File: config.mk
export PLATFORM = sky130hd
export DESIGN_NAME = lsu_flat
export DESIGN_NICKNAME = d
export VERILOG_FILES = /design/src/rtl/lsu_pkg.sv /design/src/rtl/lsu_if.sv /design/src/rtl/lsu_align.sv /design/src/rtl/lsu.sv /design/src/flat_wrapper.sv
export SDC_FILE = /design/constraint.sdc
export NUM_CORES = 1
export LEC_CHECK = 0
export CAP_MARGIN = 20
export CORE_ASPECT_RATIO = 0.8
export CORE_MARGIN = 2
export CORE_UTILIZATION = 48
export CTS_BUF_LIST = sky130_fd_sc_hd__clkbuf_2 sky130_fd_sc_hd__clkbuf_4 sky130_fd_sc_hd__clkbuf_8
export DETAILED_ROUTE_END_ITERATION = 8
export GPL_TIMING_DRIVEN = 0
export PLACE_DENSITY = 0.88
export SYNTH_ARGS = -nofsm -noshare
export SYNTH_HDL_FRONTEND = slang
export SYNTH_SLANG_ARGS = --single-unit
File: constraint.sdc
create_clock -name clk -period 7.9 [get_ports clk]
set_input_delay 0.79 -clock clk [delete_from_list [all_inputs] [get_ports clk]]
set_output_delay 0.79 -clock clk [all_outputs]
set_load 0.01 [all_outputs]
File: src/rtl/lsu_pkg.sv
// rtl/lsu_pkg.sv - core-wide load/store encodings shared by the LSU files
package lsu_pkg;

   localparam logic [2:0] F3_B  = 3'b000;
   localparam logic [2:0] F3_H  = 3'b001;
   localparam logic [2:0] F3_W  = 3'b010;
   localparam logic [2:0] F3_BU = 3'b100;
   localparam logic [2:0] F3_HU = 3'b101;

   localparam int LANES = 4;

   typedef enum logic [1:0] {
      ST_IDLE  = 2'd0,
      ST_BUS   = 2'd1,
      ST_DONE  = 2'd2,
      ST_FAULT = 2'd3
   } lsu_state_t;

endpackage

File: src/rtl/lsu_if.sv
// rtl/lsu_if.sv - data memory request/response bus between the LSU and memory
interface lsu_if import lsu_pkg::*; #(parameter int WIDTH = 32);

   logic             mem_req;
   logic             mem_we;
   logic [WIDTH-1:0] mem_addr;
   logic [LANES-1:0] mem_be;
   logic [WIDTH-1:0] mem_wdata;
   logic             mem_ready;
   logic [WIDTH-1:0] mem_rdata;

   modport master (
      output mem_req, mem_we, mem_addr, mem_be, mem_wdata,
      input  mem_ready, mem_rdata
   );

   modport slave (
      input  mem_req, mem_we, mem_addr, mem_be, mem_wdata,
      output mem_ready, mem_rdata
   );

endinterface

File: src/rtl/lsu_align.sv
// rtl/lsu_align.sv - legality/alignment check, byte lanes, store replication and load extension
module lsu_align import lsu_pkg::*; #(parameter int WIDTH = 32) (
   input  logic             req_we,
   input  logic [2:0]       req_funct3,
   input  logic [1:0]       req_lo,
   input  logic [WIDTH-1:0] req_wdata,
   output logic             req_ok,
   output logic [LANES-1:0] req_be,
   output logic [WIDTH-1:0] req_wdata_rep,
   input  logic [2:0]       ld_funct3,
   input  logic [1:0]       ld_lo,
   input  logic [WIDTH-1:0] ld_word,
   output logic [WIDTH-1:0] ld_data
);

   logic             legal;
   logic             aligned;
   logic [WIDTH-1:0] shifted;

   always_comb begin
      legal         = 1'b0;
      aligned       = 1'b0;
      req_be        = '0;
      req_wdata_rep = req_wdata;
      case (req_funct3)
         F3_B, F3_BU: begin
            // unsigned variants exist only for loads
            legal         = (req_funct3 == F3_B) || !req_we;
            aligned       = 1'b1;
            req_be        = 4'b0001 << req_lo;
            req_wdata_rep = {4{req_wdata[7:0]}};
         end
         F3_H, F3_HU: begin
            legal         = (req_funct3 == F3_H) || !req_we;
            aligned       = !req_lo[0];
            req_be        = 4'b0011 << req_lo;
            req_wdata_rep = {2{req_wdata[15:0]}};
         end
         F3_W: begin
            legal   = 1'b1;
            aligned = (req_lo == 2'b00);
            req_be  = 4'b1111;
         end
         default: ;
      endcase
      req_ok = legal && aligned;
   end

   always_comb begin
      shifted = ld_word >> {ld_lo, 3'b000};
      case (ld_funct3)
         F3_B:    ld_data = {{(WIDTH-8){shifted[7]}}, shifted[7:0]};
         F3_H:    ld_data = {{(WIDTH-16){shifted[15]}}, shifted[15:0]};
         F3_BU:   ld_data = {{(WIDTH-8){1'b0}}, shifted[7:0]};
         F3_HU:   ld_data = {{(WIDTH-16){1'b0}}, shifted[15:0]};
         default: ld_data = shifted;
      endcase
   end

endmodule

File: src/rtl/lsu.sv
// rtl/lsu.sv - RV32I load/store unit: request FSM, memory handshake and load result register
module lsu import lsu_pkg::*; #(parameter int WIDTH = 32) (
   input  logic             clk,
   input  logic             reset,
   input  logic             req_valid,
   input  logic             req_we,
   input  logic [2:0]       funct3,
   input  logic [WIDTH-1:0] addr,
   input  logic [WIDTH-1:0] wdata,
   output logic             busy,
   output logic             done,
   output logic             fault,
   output logic [WIDTH-1:0] rdata,
   lsu_if.master            mem
);

   lsu_state_t       state_q, state_d;
   logic             we_q;
   logic [2:0]       f3_q;
   logic [1:0]       lo_q;
   logic [WIDTH-1:0] addr_q;
   logic [LANES-1:0] be_q;
   logic [WIDTH-1:0] wdata_q;
   logic [WIDTH-1:0] rdata_q;

   logic             req_ok;
   logic [LANES-1:0] req_be;
   logic [WIDTH-1:0] req_wdata_rep;
   logic [WIDTH-1:0] ld_data;
   logic             accept;
   logic             capture;
   logic             mreq;

   lsu_align #(.WIDTH(WIDTH)) u_align (
      .req_we        (req_we),
      .req_funct3    (funct3),
      .req_lo        (addr[1:0]),
      .req_wdata     (wdata),
      .req_ok        (req_ok),
      .req_be        (req_be),
      .req_wdata_rep (req_wdata_rep),
      .ld_funct3     (f3_q),
      .ld_lo         (lo_q),
      .ld_word       (mem.mem_rdata),
      .ld_data       (ld_data)
   );

   always_ff @(posedge clk or posedge reset) begin
      if (reset) state_q <= ST_IDLE;
      else       state_q <= state_d;
   end

   always_comb begin
      state_d = state_q;
      busy    = 1'b0;
      done    = 1'b0;
      fault   = 1'b0;
      mreq    = 1'b0;
      accept  = 1'b0;
      capture = 1'b0;
      case (state_q)
         ST_IDLE: begin
            if (req_valid) begin
               if (req_ok) begin
                  busy    = 1'b1;
                  accept  = 1'b1;
                  state_d = ST_BUS;
               end else begin
                  state_d = ST_FAULT;
               end
            end
         end
         ST_BUS: begin
            busy = 1'b1;
            mreq = 1'b1;
            if (mem.mem_ready) begin
               capture = !we_q;
               state_d = ST_DONE;
            end
         end
         ST_DONE: begin
            done    = 1'b1;
            state_d = ST_IDLE;
         end
         ST_FAULT: begin
            fault   = 1'b1;
            state_d = ST_IDLE;
         end
         default: state_d = ST_IDLE;
      endcase
   end

   always_ff @(posedge clk or posedge reset) begin
      if (reset) begin
         we_q    <= 1'b0;
         f3_q    <= 3'b000;
         lo_q    <= 2'b00;
         addr_q  <= '0;
         be_q    <= '0;
         wdata_q <= '0;
         rdata_q <= '0;
      end else begin
         if (accept) begin
            we_q    <= req_we;
            f3_q    <= funct3;
            lo_q    <= addr[1:0];
            addr_q  <= {addr[WIDTH-1:2], 2'b00};
            be_q    <= req_be;
            wdata_q <= req_wdata_rep;
         end
         if (capture) rdata_q <= ld_data;
      end
   end

   // write enable is qualified by BUS so it can never outlive the request
   assign mem.mem_req   = mreq;
   assign mem.mem_we    = mreq && we_q;
   assign mem.mem_addr  = addr_q;
   assign mem.mem_be    = be_q;
   assign mem.mem_wdata = wdata_q;
   assign rdata         = rdata_q;

endmodule

File: src/flat_wrapper.sv
// flat-port wrapper written by rule: the top's interface ports become plain ports
module lsu_flat import lsu_pkg::*;
#(parameter int WIDTH = 32)
  (clk, reset, req_valid, req_we, funct3, addr, wdata, busy, done, fault, rdata, mem_mem_req, mem_mem_we, mem_mem_addr, mem_mem_be, mem_mem_wdata, mem_mem_ready, mem_mem_rdata);
  lsu_if #(.WIDTH(WIDTH)) mem_i ();
  input  logic clk;
  input  logic reset;
  input  logic req_valid;
  input  logic req_we;
  input  logic [2:0] funct3;
  input  logic [WIDTH-1:0] addr;
  input  logic [WIDTH-1:0] wdata;
  output logic busy;
  output logic done;
  output logic fault;
  output logic [WIDTH-1:0] rdata;
  output wire logic [$bits(mem_i.mem_req)-1:0] mem_mem_req;
  output wire logic [$bits(mem_i.mem_we)-1:0] mem_mem_we;
  output wire logic [$bits(mem_i.mem_addr)-1:0] mem_mem_addr;
  output wire logic [$bits(mem_i.mem_be)-1:0] mem_mem_be;
  output wire logic [$bits(mem_i.mem_wdata)-1:0] mem_mem_wdata;
  input wire logic [$bits(mem_i.mem_ready)-1:0] mem_mem_ready;
  input wire logic [$bits(mem_i.mem_rdata)-1:0] mem_mem_rdata;
  assign mem_mem_req = mem_i.mem_req;
  assign mem_mem_we = mem_i.mem_we;
  assign mem_mem_addr = mem_i.mem_addr;
  assign mem_mem_be = mem_i.mem_be;
  assign mem_mem_wdata = mem_i.mem_wdata;
  assign mem_i.mem_ready = mem_mem_ready;
  assign mem_i.mem_rdata = mem_mem_rdata;
  lsu #(.WIDTH(WIDTH)) u_core (.clk(clk), .reset(reset), .req_valid(req_valid), .req_we(req_we), .funct3(funct3), .addr(addr), .wdata(wdata), .busy(busy), .done(done), .fault(fault), .rdata(rdata), .mem(mem_i));
endmodule
Word level (Yosys, flattened, before mapping)
Cells that the tools add are included.
{"block": "op_classes", "eq_ne": 12, "shifts": 3, "muxes": 18, "reduce_logical": 15}
{"cell": "32-bit one-hot mux with 4 select lines", "n": 1}
{"cell": "32-bit one-hot mux with 2 select lines", "n": 1}
{"cell": "32-bit by 5-bit >> shifter with 32-bit output", "n": 1}
{"cell": "3-bit == test, second input constant", "n": 4}
{"cell": "4-bit one-hot mux with 3 select lines", "n": 1}
{"cell": "1-bit 2-to-1 mux", "n": 8}
{"cell": "3-bit by 1-bit == test with 1-bit output, second input constant", "n": 2}
{"cell": "3-bit logical NOT", "n": 2}
{"cell": "2-bit 2-to-1 mux", "n": 3}
{"cell": "1-bit one-hot mux with 3 select lines", "n": 2}
{"cell": "2-bit one-hot mux with 3 select lines", "n": 1}
{"cell": "2-bit OR reduction", "n": 3}
{"cell": "2-bit == test, second input constant", "n": 2}
{"cell": "2-bit logical NOT", "n": 2}
{"cell": "2-bit inequality test, second input constant", "n": 2}
{"cell": "1-bit by 2-bit left shift with 4-bit output, first input constant", "n": 1}
{"cell": "2-bit by 2-bit left shift with 4-bit output, first input constant", "n": 1}
{"cell": "3-bit by 2-bit == test with 1-bit output, second input constant", "n": 1}
{"cell": "1-bit logical NOT", "n": 3}
{"cell": "2-bit by 1-bit == test with 1-bit output, second input constant", "n": 1}
{"cell": "1-bit logical AND", "n": 2}
{"cell": "1-bit logical OR", "n": 2}
{"cell": "1-bit one-hot mux with 2 select lines", "n": 1}
{"cell": "2-bit AND reduction", "n": 1}
{"block": "word_totals", "reg_bits": 106, "inputBits": 104, "output_inout_bits": 105, "word_cells": 56}

Depth between registers and ports, before layout
Gate-level depths: netlist (run 1).
{"block": "depth", "depth_word": 7, "ltp_mapped": 7, "mapped_depth_nobuf": 4}

By module
From an unflattened synthesis (run 1), not the netlist that was laid out.
{"block": "unflattened", "hier_cells": 419, "area_unflattened_um2": 5841.9}
{"module": "lsu", "n_inst": 1, "cells_per_inst": 240, "area_each_um2": 4529.3, "seq_area_each_um2": 2652.5}
{"module": "lsu_align", "n_inst": 1, "cells_per_inst": 179, "area_each_um2": 1312.5, "seq_area_each_um2": 0.0}

Worst setup path before layout (run 1)
No wires, ideal clock.
{"block": "synth_timing", "kind": "input to output", "startpoint": "input funct3[0]", "endpoint": "output busy", "arrival_ns": 1.659, "required_time_ns": 7.110, "slack_ns": 5.451, "stages": 4, "path_buffers": 1, "cell_sequence": "clkbuf_1 nor4_1 o21ai_0 a21oi_1"}
{"block": "synth_via", "elab_chain_cells": 7, "elab_cells_between_ends": 15, "cone_classes": "4 x eq/ne; 5 x mux; 6 x reduce/logical"}
{"element": "start: declaration", "line_no": "flat_wrapper.sv:10", "text": "input logic [2:0] funct3;"}
{"element": "3-bit by 1-bit == test with 1-bit output, or another cell as far along", "line_no": "lsu_align.sv:25, lsu_align.sv:34"}
{"element": "2-bit OR reduction, or another cell as far along", "line_no": "lsu_align.sv:25", "text": "case (req_funct3)"}
{"element": "1-bit one-hot mux with 3 select lines", "line_no": "lsu_align.sv:25"}
{"element": "1-bit logical AND *", "line_no": "lsu_align.sv:46", "text": "req_ok = legal && aligned;"}
{"element": "1-bit 2-to-1 mux *", "line_no": "lsu.sv:64", "text": "if (req_ok) begin"}
{"element": "1-bit 2-to-1 mux *", "line_no": "lsu.sv:63", "text": "if (req_valid) begin"}
{"element": "1-bit one-hot mux with 2 select lines *", "line_no": "lsu.sv:61", "text": "case (state_q)"}
{"element": "end: declaration", "line_no": "flat_wrapper.sv:13", "text": "output logic busy;"}
Mark *: on every way between the ends. The rest lies on a longest branch, timed or not.

Worst setup path after layout (run 1)
{"block": "layout_timing", "startpoint": "input addr[1]", "endpoint": "output busy"}
{"block": "layout_via", "elab_chain_cells": 6}
{"element": "start: declaration", "line_no": "flat_wrapper.sv:11", "text": "input logic [WIDTH-1:0] addr;"}
{"element": "2-bit logical NOT", "line_no": "lsu_align.sv:41", "text": "aligned = (req_lo == 2'b00);"}
{"element": "1-bit one-hot mux with 3 select lines", "line_no": "lsu_align.sv:25"}
{"element": "1-bit logical AND", "line_no": "lsu_align.sv:46"}
{"element": "1-bit 2-to-1 mux", "line_no": "lsu.sv:64"}
{"element": "1-bit 2-to-1 mux", "line_no": "lsu.sv:63"}
{"element": "1-bit one-hot mux with 2 select lines", "line_no": "lsu.sv:61"}
Every way passes these cells.

==> results of run 1 <==
[through the flow]
step           hold WS (ps)  worst slack, ps  cells  total power [mW]
2_1_floorplan           483             4320    438              1.67
4_1_cts                 488             4450    800              2.81
3_5_place_dp            462             4460    784              2.42
3_3_place_gp            463             2880    783              2.37
6_report                486             4460    800              2.80
5_1_grt                 526             4280    800              2.96
[worst register-to-register path, delay by kind of cell (launching register included)]
family,cells,cell delay [ps]
compound gates,2,890
flops,1,450
simple gates,2,590
[worst max path at each step]
stage / startpoint / endpoint / slack, ps
finish: addr[1] / busy / 4460
global route: addr[1] / busy / 4280
CTS: addr[1] / busy / 4450
detailed placement: addr[1] / busy / 4460
global placement: reset / u_core.mem.mem_addr[25]$_DFFE_PP0P_ / 2880
floorplan: reset / u_core.f3_q[0]$_DFFE_PP0P_ / 4320
[power groups by stage]
stage | combinational (mW) | sequential, mW | clock [mW]
finish | 1.45 | 0.975 | 0.380
global route | 1.55 | 1.01 | 0.402
CTS | 1.45 | 0.973 | 0.386
detailed placement | 1.44 | 0.979 | 0
global placement | 1.41 | 0.961 | 0
floorplan | 0.593 | 1.07 | 0
[flip-flops by register name, indices dropped and copies added (netlist names)]
register,count
u_core.f3_q,3
u_core.state_q,2
u_core.mem.mem_wdata,32
u_core.rdata,32
u_core.lo_q,2
u_core.mem.mem_addr,30
u_core.we_q,1
u_core.mem.mem_be,4
[synth_stat cells]
master | n | area (um^2)
dfrtp_1 | 106 | 2650
mux2_4 | 42 | 631
mux2i_1 | 41 | 410
nand2_1 | 41 | 154
o21ai_0 | 38 | 190
a21oi_1 | 34 | 170
nor2_1 | 32 | 120
clkbuf_1 | 13 | 48.8
nor2b_1 | 10 | 62.6
a211oi_1 | 8 | 60.1
mux2_2 | 8 | 90.1
o22a_1 | 8 | 70.1
a22o_1 | 7 | 61.3
buf_2 | 6 | 30.0
buf_6 | 5 | 56.3
buf_1 | 4 | 15.0
inv_1 | 4 | 15.0
a31oi_1 | 3 | 18.8
buf_4 | 3 | 22.5
nand2b_1 | 3 | 18.8
and2_1 | 2 | 12.5
nor3_1 | 2 | 10.0
o2bb2ai_1 | 2 | 17.5
a221oi_1 | 1 | 8.76
a311o_1 | 1 | 10.0
and2b_1 | 1 | 7.51
and3b_1 | 1 | 8.76
conb_1 | 1 | 3.75
mux4_2 | 1 | 22.5
nand3b_1 | 1 | 7.51
nor3b_1 | 1 | 7.51
nor4_1 | 1 | 6.26
nor4b_1 | 1 | 8.76
o21a_2 | 1 | 8.76
o21ai_1 | 1 | 5.00
o21ai_2 | 1 | 8.76
or2_2 | 1 | 6.26
or3_1 | 1 | 6.26
[kinds of logic after synthesis]
| kind of cell | count (synthesis) |
|---|---|
| flip-flops | 106 |
| AO/OA/AOI/OAI | 105 |
| AND/OR/NAND/NOR | 98 |
| multiplexers | 92 |
| buffers and inverters | 35 |
| other | 1 |
[layer usage]
metal | GRT usage (%) | part of all wire (%) | vias to the layer above | routed length (um)
li1 | - | - | 1973 | -
met5 | 0 | 0 | - | 0
met4 | 8.93 | 1.8 | 0 | 282
met3 | 8.47 | 9.7 | 23 | 1510
met1 | 32.7 | 40 | 2166 | 6240
met2 | 47.2 | 48 | 261 | 7550
[cell type report]
cell class | instances | area share (%)
sequential | 106 | 35.1
clock inverter | 7 | 1.34
buffer | 31 | 2.29
clock buffer | 9 | 1.64
inverter | 4 | 0.232
timing repair buffer | 206 | 27.5
multi-input combinational | 297 | 29.5
tap | 140 | 2.32
==> reports/results.md, run 1 <==
| Stage | Parameter | This run |
|---|---|---|
| status | Outcome | complete, no violations |
| clocking | TritonCTS clock tree | done |
| routing | Residual antenna-violating net count after detailed routing | 0 |
| worst setup path | Cell family with most CP delay | buffers and inverters |
| clocking | Number of levels in the clock H-tree | 3 |
| placement | Instance area at placement | 7320 um^2 |
| worst setup path | Category of the critical setup timing path | input pin to output pin |
| clocking | Cell at the root of the clock tree | clkbuf_8 |
| routing | Detail-routed via count per cell | 5.53 |
| routing | Initial drt markers | 329 |
| synthesis | Main combinational cell family by area after synthesis | multiplexers |
| timing | Post-Route Skew | 7.45 ps |
| floorplan | Area of the placeable core | 10200 um^2 |
| clocking | Max Buffers Root-to-Sink | 2 |
| timing | Hold Violations, Final | 0 |
| floorplan | Area enclosed by the die boundary | 11400 um^2 |
| final layout | Fraction of final layout cells with drive strength greater than 1 | 13.0% |
| final layout | Area growth, synth to finish | 49.1% |
| routing | Mean routed wirelength per cell | 19.5 um |
| synthesis | Fraction of the mapped netlist area in simple logic gates | 8.62% |
| clocking | Postcts setup bufs | 0 |
| final layout | Core utilization of the finished layout | 73.7% |
| power | Reg power frac | 34.8% |
| worst setup path | Worst Reg2Reg Path Length in Cells | 4 |
| worst setup path | Critical Path Most Common Cell | clkdlybuf4s50_1 |
| floorplan | Ports | 209 |
| final layout | Layout fillers | 741 |
| timing | Count of endpoints failing setup in the final report | 0 |
| flow run | MaxCap Viol Count | 0 |
| global route | Pin count of the biggest net entering global routing | 59 |
| worst setup path | Worst setup slack for register-to-register paths | 5890 ps |
| worst setup path | Slowest cell delay on critical path | 560 ps |
| placement | Final HPWL from detailed placement | 11700 um |
| synthesis | Xor and xnor fraction of the mapped netlist area | 0% |
| floorplan | Y dimension of the die | 95.9 um |
| timing | Worst Max-Slew Pin Slew | 938 ps |
| worst setup path | Launching point of the worst reg2reg path | u_core.state_q[1]$_DFFE_PP0P_ |
| global route | Vias in the first global route | 4568 |
| synthesis | Synth Register Bits | 106 |
| worst hold path | Min-delay worst type | flip-flop to flip-flop |
| final layout | Multi-input gate area in the final layout | 2230 um^2 |
| power | Power per cell area | 371 nW/um^2 |
| worst setup path | Kind of end point of the critical path | output pin |
| synthesis | Number of warning messages in the yosys log | 0 |
| synthesis | Sequential-to-total area share from yosys stat | 52.4% |
| clocking | Number of buffers added by the clock tree synthesis step | 9 |
| timing | Peak clock frequency supported by timing | 0.291 GHz |
| power | Part of the power in combinational logic | 51.7% |
| floorplan | Rows | 33 |
| timing | Part of the cycle the worst path needs | 43.5% |
| clocking | Clock Latency Late Sink | 370 ps |
| worst setup path | Buffering stage count on the worst path with inverters included | 2 |
| routing | Routed vias | 4423 |
| synthesis | Average instance area after synthesis | 11.6 um^2 |
| timing | Setup repair after global routing missed its margin | false |
| power | Leak pwr | 3.33 nW |
| worst setup path | Cells traversed along the worst timing path | clkdlybuf4s50_1 > nor4_1 > o21ai_0 > a21oi_1 > clkdlybuf4s50_1 |
| global route | GRT overflow | 0 |
| power | Worst vdd ir | 0.197 mV |
| worst hold path | Hold wc startpoint | u_core.rdata[7]$_DFFE_PP0P_ |
| worst setup path | Element type at the critical path start | input pin |
| power | Internal Dissipation | 1.83 mW |
| timing | Minimum period implied by the final worst setup slack | 3440 ps |
| routing | Wirelength, routed | 15600 um |
| placement | Final Wtd Congestion | 0.919 |
| clocking | Reg clk slew, reported paths | 110 ps |
| synthesis | Gate count after technology mapping | 437 |
| synthesis | Cell Area, Synth | 5060 um^2 |
| floorplan | Initial Utilization | 49.5% |
| floorplan | Die boundary width | 119 um |
| timing | Worst-case headroom to the max-slew limit | 37.3% |
| worst setup path | Data arrival time of the worst path | 2650 ps |
| clocking | Number of buffers added to fix hold violations after cts | 0 |
| worst setup path | Worst path slowest cell | clkdlybuf4s50_1 |
| synthesis | Arithmetic-cell share of the synthesized area counting full adders, half adders and majority gates | 0% |
| final layout | Ant. Diodes | 0 |
| worst setup path | Crit Reg-Reg Endpoint | u_core.rdata[13]$_DFFE_PP0P_ |
| synthesis | Post-synth cell types | 38 |
| worst setup path | Critical path data required time | 7110 ps |
| timing | Setup total negative slack | 0 ps |
| clocking | Clock Sink Count | 106 |
| worst hold path | Cell count of the worst hold path | 2 |
| power | Switching Fraction | 34.8% |
| global route | Gr usage total | 27.2% |
| final layout | Final std cell area, no fill | 7550 um^2 |
| worst setup path | CP max FO | 6 |
| global route | Number of antenna violations at the first check in global routing | 0 |
| final layout | Top library cells by usage in the layout, fill and taps aside | clkdlybuf4s50_1, dfrtp_1, mux2_4, mux2i_1, nand2_1 |
| final layout | Most common library cell in the layout ignoring fill and taps | clkdlybuf4s50_1 |
| synthesis | Multiplexer share of the synthesized area | 22.8% |
| clocking | Count of cells resized by post-cts repair | 0 |
| worst hold path | Hold Crit Endpoint | u_core.rdata[7]$_DFFE_PP0P_ |
| worst setup path | Number of gates on the worst path with buffers counted | 5 |
| final layout | Number of nets in the layout | 759 |
| routing | Remaining DRCs | 0 |
| global route | Wire length of the first global-routing pass | 23900 um |
| placement | IO Port Bufs | 205 |
| power | Power share of the clock group | 13.6% |
| routing | Number of detailed-routing iterations run before antenna repair | 5 |
| synthesis | Post-synthesis compound-gate area fraction | 12.4% |
| final layout | Register area | 2650 um^2 |
| power | Switching component of the power | 977 uW |
| timing | Count of final max-slew check failures | 0 |
Note: power is estimated with default switching activity, not from simulation.
==> run 2: changes to the inputs <==
--- a/config.mk
+++ b/config.mk
@@ -8,11 +8,11 @@
 export CAP_MARGIN = 20
 export CORE_ASPECT_RATIO = 0.8
 export CORE_MARGIN = 2
-export CORE_UTILIZATION = 48
+export CORE_UTILIZATION = 40
 export CTS_BUF_LIST = sky130_fd_sc_hd__clkbuf_2 sky130_fd_sc_hd__clkbuf_4 sky130_fd_sc_hd__clkbuf_8
 export DETAILED_ROUTE_END_ITERATION = 8
 export GPL_TIMING_DRIVEN = 0
-export PLACE_DENSITY = 0.88
+export PLACE_DENSITY = 0.78
 export SYNTH_ARGS = -nofsm -noshare
 export SYNTH_HDL_FRONTEND = slang
 export SYNTH_SLANG_ARGS = --single-unit
==> constraint.sdc (replaced) <==
create_clock -name clk -period 2.85 [get_ports clk]
set_input_delay 0.285 -clock clk [delete_from_list [all_inputs] [get_ports clk]]
set_output_delay 0.285 -clock clk [all_outputs]
set_load 0.01 [all_outputs]
==> run 2 against run 1 <==
Worst setup slack worse by 4000 ps. Non-clock buffer count is 1 higher. Design area up 0.45%. Critical endpoint unchanged. Largest cell class unchanged. First-iteration DRC count down 23%.
==> reports/results.md, run 2 (synthesized netlist as in run 1, its figures left out) <==
| Stage | Parameter | This run | vs previous |
|---|---|---|---|
| status | Outcome | complete, no violations |  |
| routing | Number of detailed-routing iterations run before antenna repair | 4 | -1 |
| timing | Setup repair after global routing missed its margin | false |  |
| worst setup path | Slowest cell delay on critical path | 560 ps | about the same |
| worst setup path | Category of the critical setup timing path | input pin to output pin |  |
| floorplan | Die boundary width | 130 um | +9.2% |
| placement | Final HPWL from detailed placement | 11600 um | -0.66% |
| timing | Final setup margin | 435 ps | -4020 ps |
| worst setup path | Critical path data required time | 2570 ps | -4540 ps |
| floorplan | Initial Utilization | 41.3% | -8.1 points |
| clocking | Cell at the root of the clock tree | clkbuf_8 |  |
| final layout | Core utilization of the finished layout | 61.9% | -12 points |
| power | Leak pwr | 3.34 nW | about the same |
| placement | Pre-CTS setup slack | 437 ps | -4030 ps |
| final layout | Top library cells by usage in the layout, fill and taps aside | clkdlybuf4s50_1, dfrtp_1, mux2_4, mux2i_1, nand2_1 |  |
| clocking | Max Buffers Root-to-Sink | 2 | unchanged |
| clocking | Number of buffers added by the clock tree synthesis step | 9 | unchanged |
| routing | Mean routed wirelength per cell | 18.4 um | -5.7% |
| final layout | Area growth, synth to finish | 49.8% |  |
| worst setup path | Data arrival time of the worst path | 2130 ps | -520 ps |
| final layout | Layout fillers | 989 | +33% |
| timing | Fin Hold WS | 352 ps | -134 ps |
| timing | Setup total negative slack | 0 ps | unchanged |
| final layout | Final std cell area, no fill | 7580 um^2 | +0.45% |
| power | Pwr Total | 7.70 mW | +170% |
| worst setup path | Buffering stage count on the worst path with inverters included | 2 | unchanged |
| global route | GRT overflow | 0 | unchanged |
| routing | Initial drt markers | 252 | -23% |
| timing | Worst-case headroom to the max-slew limit | 38.4% | +1.1 points |
| placement | Instance area at placement | 7380 um^2 | +0.72% |
| floorplan | Area enclosed by the die boundary | 13600 um^2 | +19% |
| global route | Wire length of the first global-routing pass | 23700 um | -1.0% |
| worst setup path | Element type at the critical path start | input pin |  |
| clocking | TritonCTS clock tree | done |  |
| floorplan | Y dimension of the die | 105 um | +9.1% |
| power | Power per cell area | 1020 nW/um^2 | +170% |
| placement | IO Port Bufs | 205 | unchanged |
| timing | Count of endpoints failing setup in the final report | 0 | unchanged |
| routing | Detail-routed via count per cell | 5.28 | -4.5% |
| worst setup path | Kind of end point of the critical path | output pin |  |
| worst setup path | Critical Path Most Common Cell | clkdlybuf4s50_1 |  |
| global route | Number of antenna violations at the first check in global routing | 0 | unchanged |
| final layout | Ant. Diodes | 0 | unchanged |
| global route | Vias in the first global route | 4622 | +1.2% |
| worst setup path | Cell family with most CP delay | buffers and inverters |  |
| worst setup path | Worst path slowest cell | clkdlybuf4s50_1 |  |
| clocking | Number of levels in the clock H-tree | 3 | unchanged |
| clocking | Clock Sink Count | 106 | unchanged |
| clocking | Number of buffers added to fix hold violations after cts | 0 | unchanged |
| timing | Hold Violations, Final | 0 | unchanged |
| flow run | MaxCap Viol Count | 0 | unchanged |
| placement | Final Wtd Congestion | 0.910 | -0.99% |
| floorplan | Rows | 36 | +9.1% |
| routing | Remaining DRCs | 0 | unchanged |
| timing | Peak clock frequency supported by timing | 0.414 GHz |  |
| routing | Residual antenna-violating net count after detailed routing | 0 | unchanged |
| timing | Count of final max-slew check failures | 0 | unchanged |
| power | Worst vdd ir | 0.653 mV | +230% |
| clocking | Postcts setup bufs | 0 | unchanged |
| placement | Number of cells in the design after placement | 816 | +4.1% |
| worst setup path | CP max FO | 7 | +1 |
| global route | Pin count of the biggest net entering global routing | 42 | -29% |
| worst setup path | Cells traversed along the worst timing path | clkdlybuf4s50_1 > a221oi_1 > o21ai_0 > a21oi_1 > clkdlybuf4s50_1 |  |
| routing | Routed vias | 4392 | -0.70% |
| global route | Gr usage total | 22.6% | -4.6 points |
| final layout | Most common library cell in the layout ignoring fill and taps | clkdlybuf4s50_1 |  |
| timing | Worst Max-Slew Pin Slew | 921 ps | -16.9 ps |
| clocking | Reg clk slew, reported paths | 110 ps | about the same |
| floorplan | Area of the placeable core | 12300 um^2 | +20% |
| clocking | Count of cells resized by post-cts repair | 0 | unchanged |
| timing | Part of the cycle the worst path needs | 84.7% |  |
| routing | Wirelength, routed | 15300 um | -2.0% |
| timing | Minimum period implied by the final worst setup slack | 2410 ps |  |
| clocking | Clock Latency Late Sink | 380 ps | about the same |
| final layout | Fraction of final layout cells with drive strength greater than 1 | 13.2% | +0.13 points |
| final layout | Number of nets in the layout | 760 | +0.13% |
| worst hold path | Min-delay worst type | input pin to asynchronous set/reset pin |  |
| floorplan | Ports | 209 | unchanged |
| timing | Post-Route Skew | 8.02 ps | +0.576 ps |
| final layout | Non-filler cells, final | 832 | +4.0% |
-- run 2: cell types whose count changed in the layout (fill, tap and decap cells not counted), sizes merged --
cell      before  now
buf           19   20
bufinv         2    1
clkinvlp       2    1
inv            5    7
-- run 2: layout make-up --
cell class / instances / area (um^2) / area share (%)
buffer: 31 / 173 / 2.28
clock buffer: 9 / 124 / 1.63
clock inverter: 7 / 82.6 / 1.09
inverter: 4 / 18.8 / 0.247
multi-input combinational: 297 / 2230 / 29.4
sequential: 106 / 2650 / 35.0
tap: 171 / 214 / 2.82
timing repair buffer: 207 / 2090 / 27.6
-- run 2: per-layer routing --
layer  up-vias  part of all wire [%]  track usage [%]
met5         -                     0                0
met4         0                   3.0             9.37
met3        38                    11             8.50
met2       243                    47             37.2
met1      2134                    39             26.6
li1       1977                     -                -
-- run 2: final timing paths --
check | startpoint | endpoint | slack [ps] | cells past startpoint
worst max-delay path | addr[0] | busy | 440 | 5
worst min-delay path | reset | u_core.rdata[15]$_DFFE_PP0P_ | 350 | 2
worst max register to register | u_core.state_q[1]$_DFFE_PP0P_ | u_core.rdata[11]$_DFFE_PP0P_ | 910 | 4
worst min register to register | u_core.mem.mem_wdata[14]$_DFFE_PP0P_ | u_core.mem.mem_wdata[14]$_DFFE_PP0P_ | 490 | 2
max in group asynchronous | reset | u_core.mem.mem_addr[6]$_DFFE_PP0P_ | 1870 | 3
min in group clk | u_core.mem.mem_wdata[14]$_DFFE_PP0P_ | u_core.mem.mem_wdata[14]$_DFFE_PP0P_ | 490 | 2
-- run 2: power breakdown --
group | switching, mW | total, mW | internal [mW]
combinational | 1.70 | 4.02 | 2.32
sequential | 0.455 | 2.70 | 2.24
clock | 0.562 | 0.985 | 0.422
total | 2.72 | 7.70 | 4.99
==> run 3: changes to the inputs <==
--- a/config.mk
+++ b/config.mk
@@ -8,11 +8,11 @@
 export CAP_MARGIN = 20
 export CORE_ASPECT_RATIO = 0.8
 export CORE_MARGIN = 2
-export CORE_UTILIZATION = 40
+export CORE_UTILIZATION = 45
 export CTS_BUF_LIST = sky130_fd_sc_hd__clkbuf_2 sky130_fd_sc_hd__clkbuf_4 sky130_fd_sc_hd__clkbuf_8
 export DETAILED_ROUTE_END_ITERATION = 8
 export GPL_TIMING_DRIVEN = 0
-export PLACE_DENSITY = 0.78
+export PLACE_DENSITY = 0.83
 export SYNTH_ARGS = -nofsm -noshare
 export SYNTH_HDL_FRONTEND = slang
 export SYNTH_SLANG_ARGS = --single-unit
==> constraint.sdc (replaced) <==
create_clock -name clk -period 2.3 [get_ports clk]
set_input_delay 0.23 -clock clk [delete_from_list [all_inputs] [get_ports clk]]
set_output_delay 0.23 -clock clk [all_outputs]
set_load 0.01 [all_outputs]
==> run 3 against run 2 <==
First-iteration DRC count grew 19%. Non-clock buffer count grew 1. Clock skew grew 5.3 ps. Final cell count shrank 3.2%. Clock-buffer cell count grew 2. Sequential power grew 24%. Combinational power grew 23%. Core utilization grew 7.8 points. Via count shrank 2.6%. Critical path type unchanged. Largest cell class unchanged.
==> reports/results.md, run 3 (synthesized netlist as in run 1, its figures left out) <==
| Stage | Parameter | This run | vs previous |
|---|---|---|---|
| placement | IO Port Bufs | 205 | unchanged |
| routing | Mean routed wirelength per cell | 18.2 um | -0.77% |
| placement | Pre-CTS setup slack | -54.4 ps | -491 ps |
| final layout | Fraction of final layout cells with drive strength greater than 1 | 13.5% | +0.30 points |
| status | Outcome | complete, no violations |  |
| timing | Final setup margin | 213 ps | -222 ps |
| global route | GRT overflow | 0 | unchanged |
| worst setup path | CP max FO | 2 | -5 |
| timing | Minimum period implied by the final worst setup slack | 2090 ps |  |
| timing | Setup total negative slack | 0 ps | unchanged |
| routing | Routed vias | 4276 | -2.6% |
| routing | Number of detailed-routing iterations run before antenna repair | 5 | +1 |
| global route | Vias in the first global route | 4407 | -4.7% |
| worst setup path | Kind of end point of the critical path | output pin |  |
| worst setup path | Worst Reg2Reg Path Length in Cells | 4 | unchanged |
| clocking | Number of levels in the clock H-tree | 3 | unchanged |
| placement | Final Wtd Congestion | 0.845 | -7.2% |
| clocking | TritonCTS clock tree | done |  |
| routing | Initial drt markers | 300 | +19% |
| clocking | Clock Sink Count | 106 | unchanged |
| routing | Wirelength, routed | 14700 um | -4.0% |
| worst setup path | Critical Path Most Common Cell | clkdlybuf4s50_1 |  |
| worst setup path | Data arrival time of the worst path | 1860 ps | -270 ps |
| final layout | Ant. Diodes | 0 | unchanged |
| clocking | Max Buffers Root-to-Sink | 2 | unchanged |
| floorplan | Ports | 209 | unchanged |
| floorplan | Y dimension of the die | 98.9 um | -5.5% |
| worst hold path | Min-delay worst type | input pin to asynchronous set/reset pin |  |
| routing | Residual antenna-violating net count after detailed routing | 0 | unchanged |
| routing | Remaining DRCs | 0 | unchanged |
| timing | Post-Route Skew | 13.3 ps | +5.29 ps |
| final layout | Area growth, synth to finish | 50.4% |  |
| timing | Count of final max-slew check failures | 0 | unchanged |
| floorplan | Die boundary width | 123 um | -5.5% |
| flow run | MaxCap Viol Count | 0 | unchanged |
| worst setup path | Element type at the critical path start | input pin |  |
| final layout | Layout fillers | 770 | -22% |
| clocking | Clock Latency Late Sink | 370 ps | about the same |
| global route | Wire length of the first global-routing pass | 22800 um | -3.8% |
| worst setup path | Critical path data required time | 2070 ps | -500 ps |
| worst setup path | Category of the critical setup timing path | input pin to output pin |  |
| timing | Count of endpoints failing setup in the final report | 0 | unchanged |
| clocking | Reg clk slew, reported paths | 100 ps | about the same |
| floorplan | Area of the placeable core | 10900 um^2 | -11% |
| final layout | Number of nets in the layout | 761 | +0.13% |
| global route | Pin count of the biggest net entering global routing | 44 | +4.8% |
| final layout | Top library cells by usage in the layout, fill and taps aside | clkdlybuf4s50_1, dfrtp_1, mux2_4, mux2i_1, nand2_1 |  |
| final layout | Most common library cell in the layout ignoring fill and taps | clkdlybuf4s50_1 |  |
| routing | Detail-routed via count per cell | 5.31 | +0.62% |
| power | Power per cell area | 1260 nW/um^2 | +24% |
| worst setup path | Worst path slowest cell | clkdlybuf4s50_1 |  |
| timing | Setup repair after global routing missed its margin | false |  |
| timing | Worst Max-Slew Pin Slew | 852 ps | -69.1 ps |
| placement | Final HPWL from detailed placement | 11100 um | -4.8% |
| clocking | Number of buffers added by the clock tree synthesis step | 9 | unchanged |
| clocking | Number of buffers added to fix hold violations after cts | 0 | unchanged |
| power | Worst vdd ir | 0.739 mV | +13% |
| final layout | Final std cell area, no fill | 7620 um^2 | +0.45% |
| power | Leak pwr | 3.38 nW | +1.2% |
| floorplan | Initial Utilization | 46.3% | +5.0 points |
| clocking | Cell at the root of the clock tree | clkbuf_8 |  |
| timing | Hold Violations, Final | 0 | unchanged |
| final layout | Core utilization of the finished layout | 69.7% | +7.8 points |
| timing | Peak clock frequency supported by timing | 0.479 GHz |  |
| worst setup path | Slowest cell delay on critical path | 570 ps | about the same |
| timing | Worst-case headroom to the max-slew limit | 43.0% | +4.6 points |
| global route | Gr usage total | 24.3% | +1.6 points |
| timing | Part of the cycle the worst path needs | 90.7% |  |
| floorplan | Rows | 34 | -5.6% |
| global route | Number of antenna violations at the first check in global routing | 0 | unchanged |
| placement | Instance area at placement | 7340 um^2 | -0.46% |
| floorplan | Area enclosed by the die boundary | 12100 um^2 | -11% |
| worst setup path | Cells traversed along the worst timing path | clkdlybuf4s50_1 > a221oi_4 > o21ai_0 > a21oi_1 > clkdlybuf4s50_1 |  |
-- run 3: cell count changes in the layout (fill, tap and decap cells not counted), sizes merged --
cell	change
buf	+1
bufinv	+1
clkbuf	+2
clkdlybuf4s50	-3
clkinv	-2
clkinvlp	+2
dlymetal6s2s	+3
inv	-4
-- run 3: through the flow --
stage / cells / power [mW] / hold WS, ps
6_report: 805 / 9.59 / 264
5_1_grt: 805 / 10.2 / 304
4_1_cts: 804 / 9.63 / 272
3_5_place_dp: 789 / 8.30 / 474
3_3_place_gp: 787 / 8.15 / 462
2_1_floorplan: 438 / 5.72 / 325
-- run 3: layout make-up --
type / count / area [um^2] / share of cell area [%]
clock inverters: 4 / 75.1 / 0.986
well taps: 144 / 180 / 2.37
flip-flops and latches: 106 / 2650 / 34.8
repair buffers: 208 / 2110 / 27.7
plain buffers: 31 / 173 / 2.27
clock buffers: 11 / 151 / 1.99
multi-input cells: 297 / 2260 / 29.7
inverters: 4 / 18.8 / 0.246
-- run 3: final timing paths --
path | start | slack (ps) | endpoint
min in group clk | funct3[2] | 330 | u_core.f3_q[2]$_DFFE_PP0P_
max in group asynchronous | reset | 1420 | u_core.mem.mem_addr[10]$_DFFE_PP0P_
worst max-delay path | req_we | 210 | busy
worst max register to register | u_core.state_q[1]$_DFFE_PP0P_ | 280 | u_core.rdata[11]$_DFFE_PP0P_
worst min register to register | u_core.mem.mem_wdata[21]$_DFFE_PP0P_ | 490 | u_core.mem.mem_wdata[21]$_DFFE_PP0P_
worst min-delay path | reset | 260 | u_core.mem.mem_addr[24]$_DFFE_PP0P_
-- run 3: what timing repair did --
| action | CTS | global route |
|---|---|---|
| hold endpoints to repair | 0 | 0 |
| cloned | 0 | 0 |
| setup endpoints to repair | 1 | 1 |
| pin swaps | 0 | 2 |
| resized for setup | 2 | 5 |
| buffers inserted | 0 | 1 |
-- run 3: where the power goes --
part / internal, mW / switching (mW) / total (mW)
registers: 2.78 / 0.573 / 3.35
logic: 2.88 / 2.06 / 4.94
clock network: 0.667 / 0.635 / 1.30
total: 6.33 / 3.27 / 9.59
-- run 3: routing by layer --
layer,wire length (um),track usage [%],vias to the layer above
met5,0,0,-
met1,6100,31.3,2091
met4,207,5.66,0
met2,7000,39.4,188
met3,1360,8.62,20
li1,-,-,1977
-- run 3: critical path, delay by kind of cell --
kind | cells | cell delay, ps
AOI/OAI and AO/OA | 3 | 590
buffers and inverters | 2 | 1040
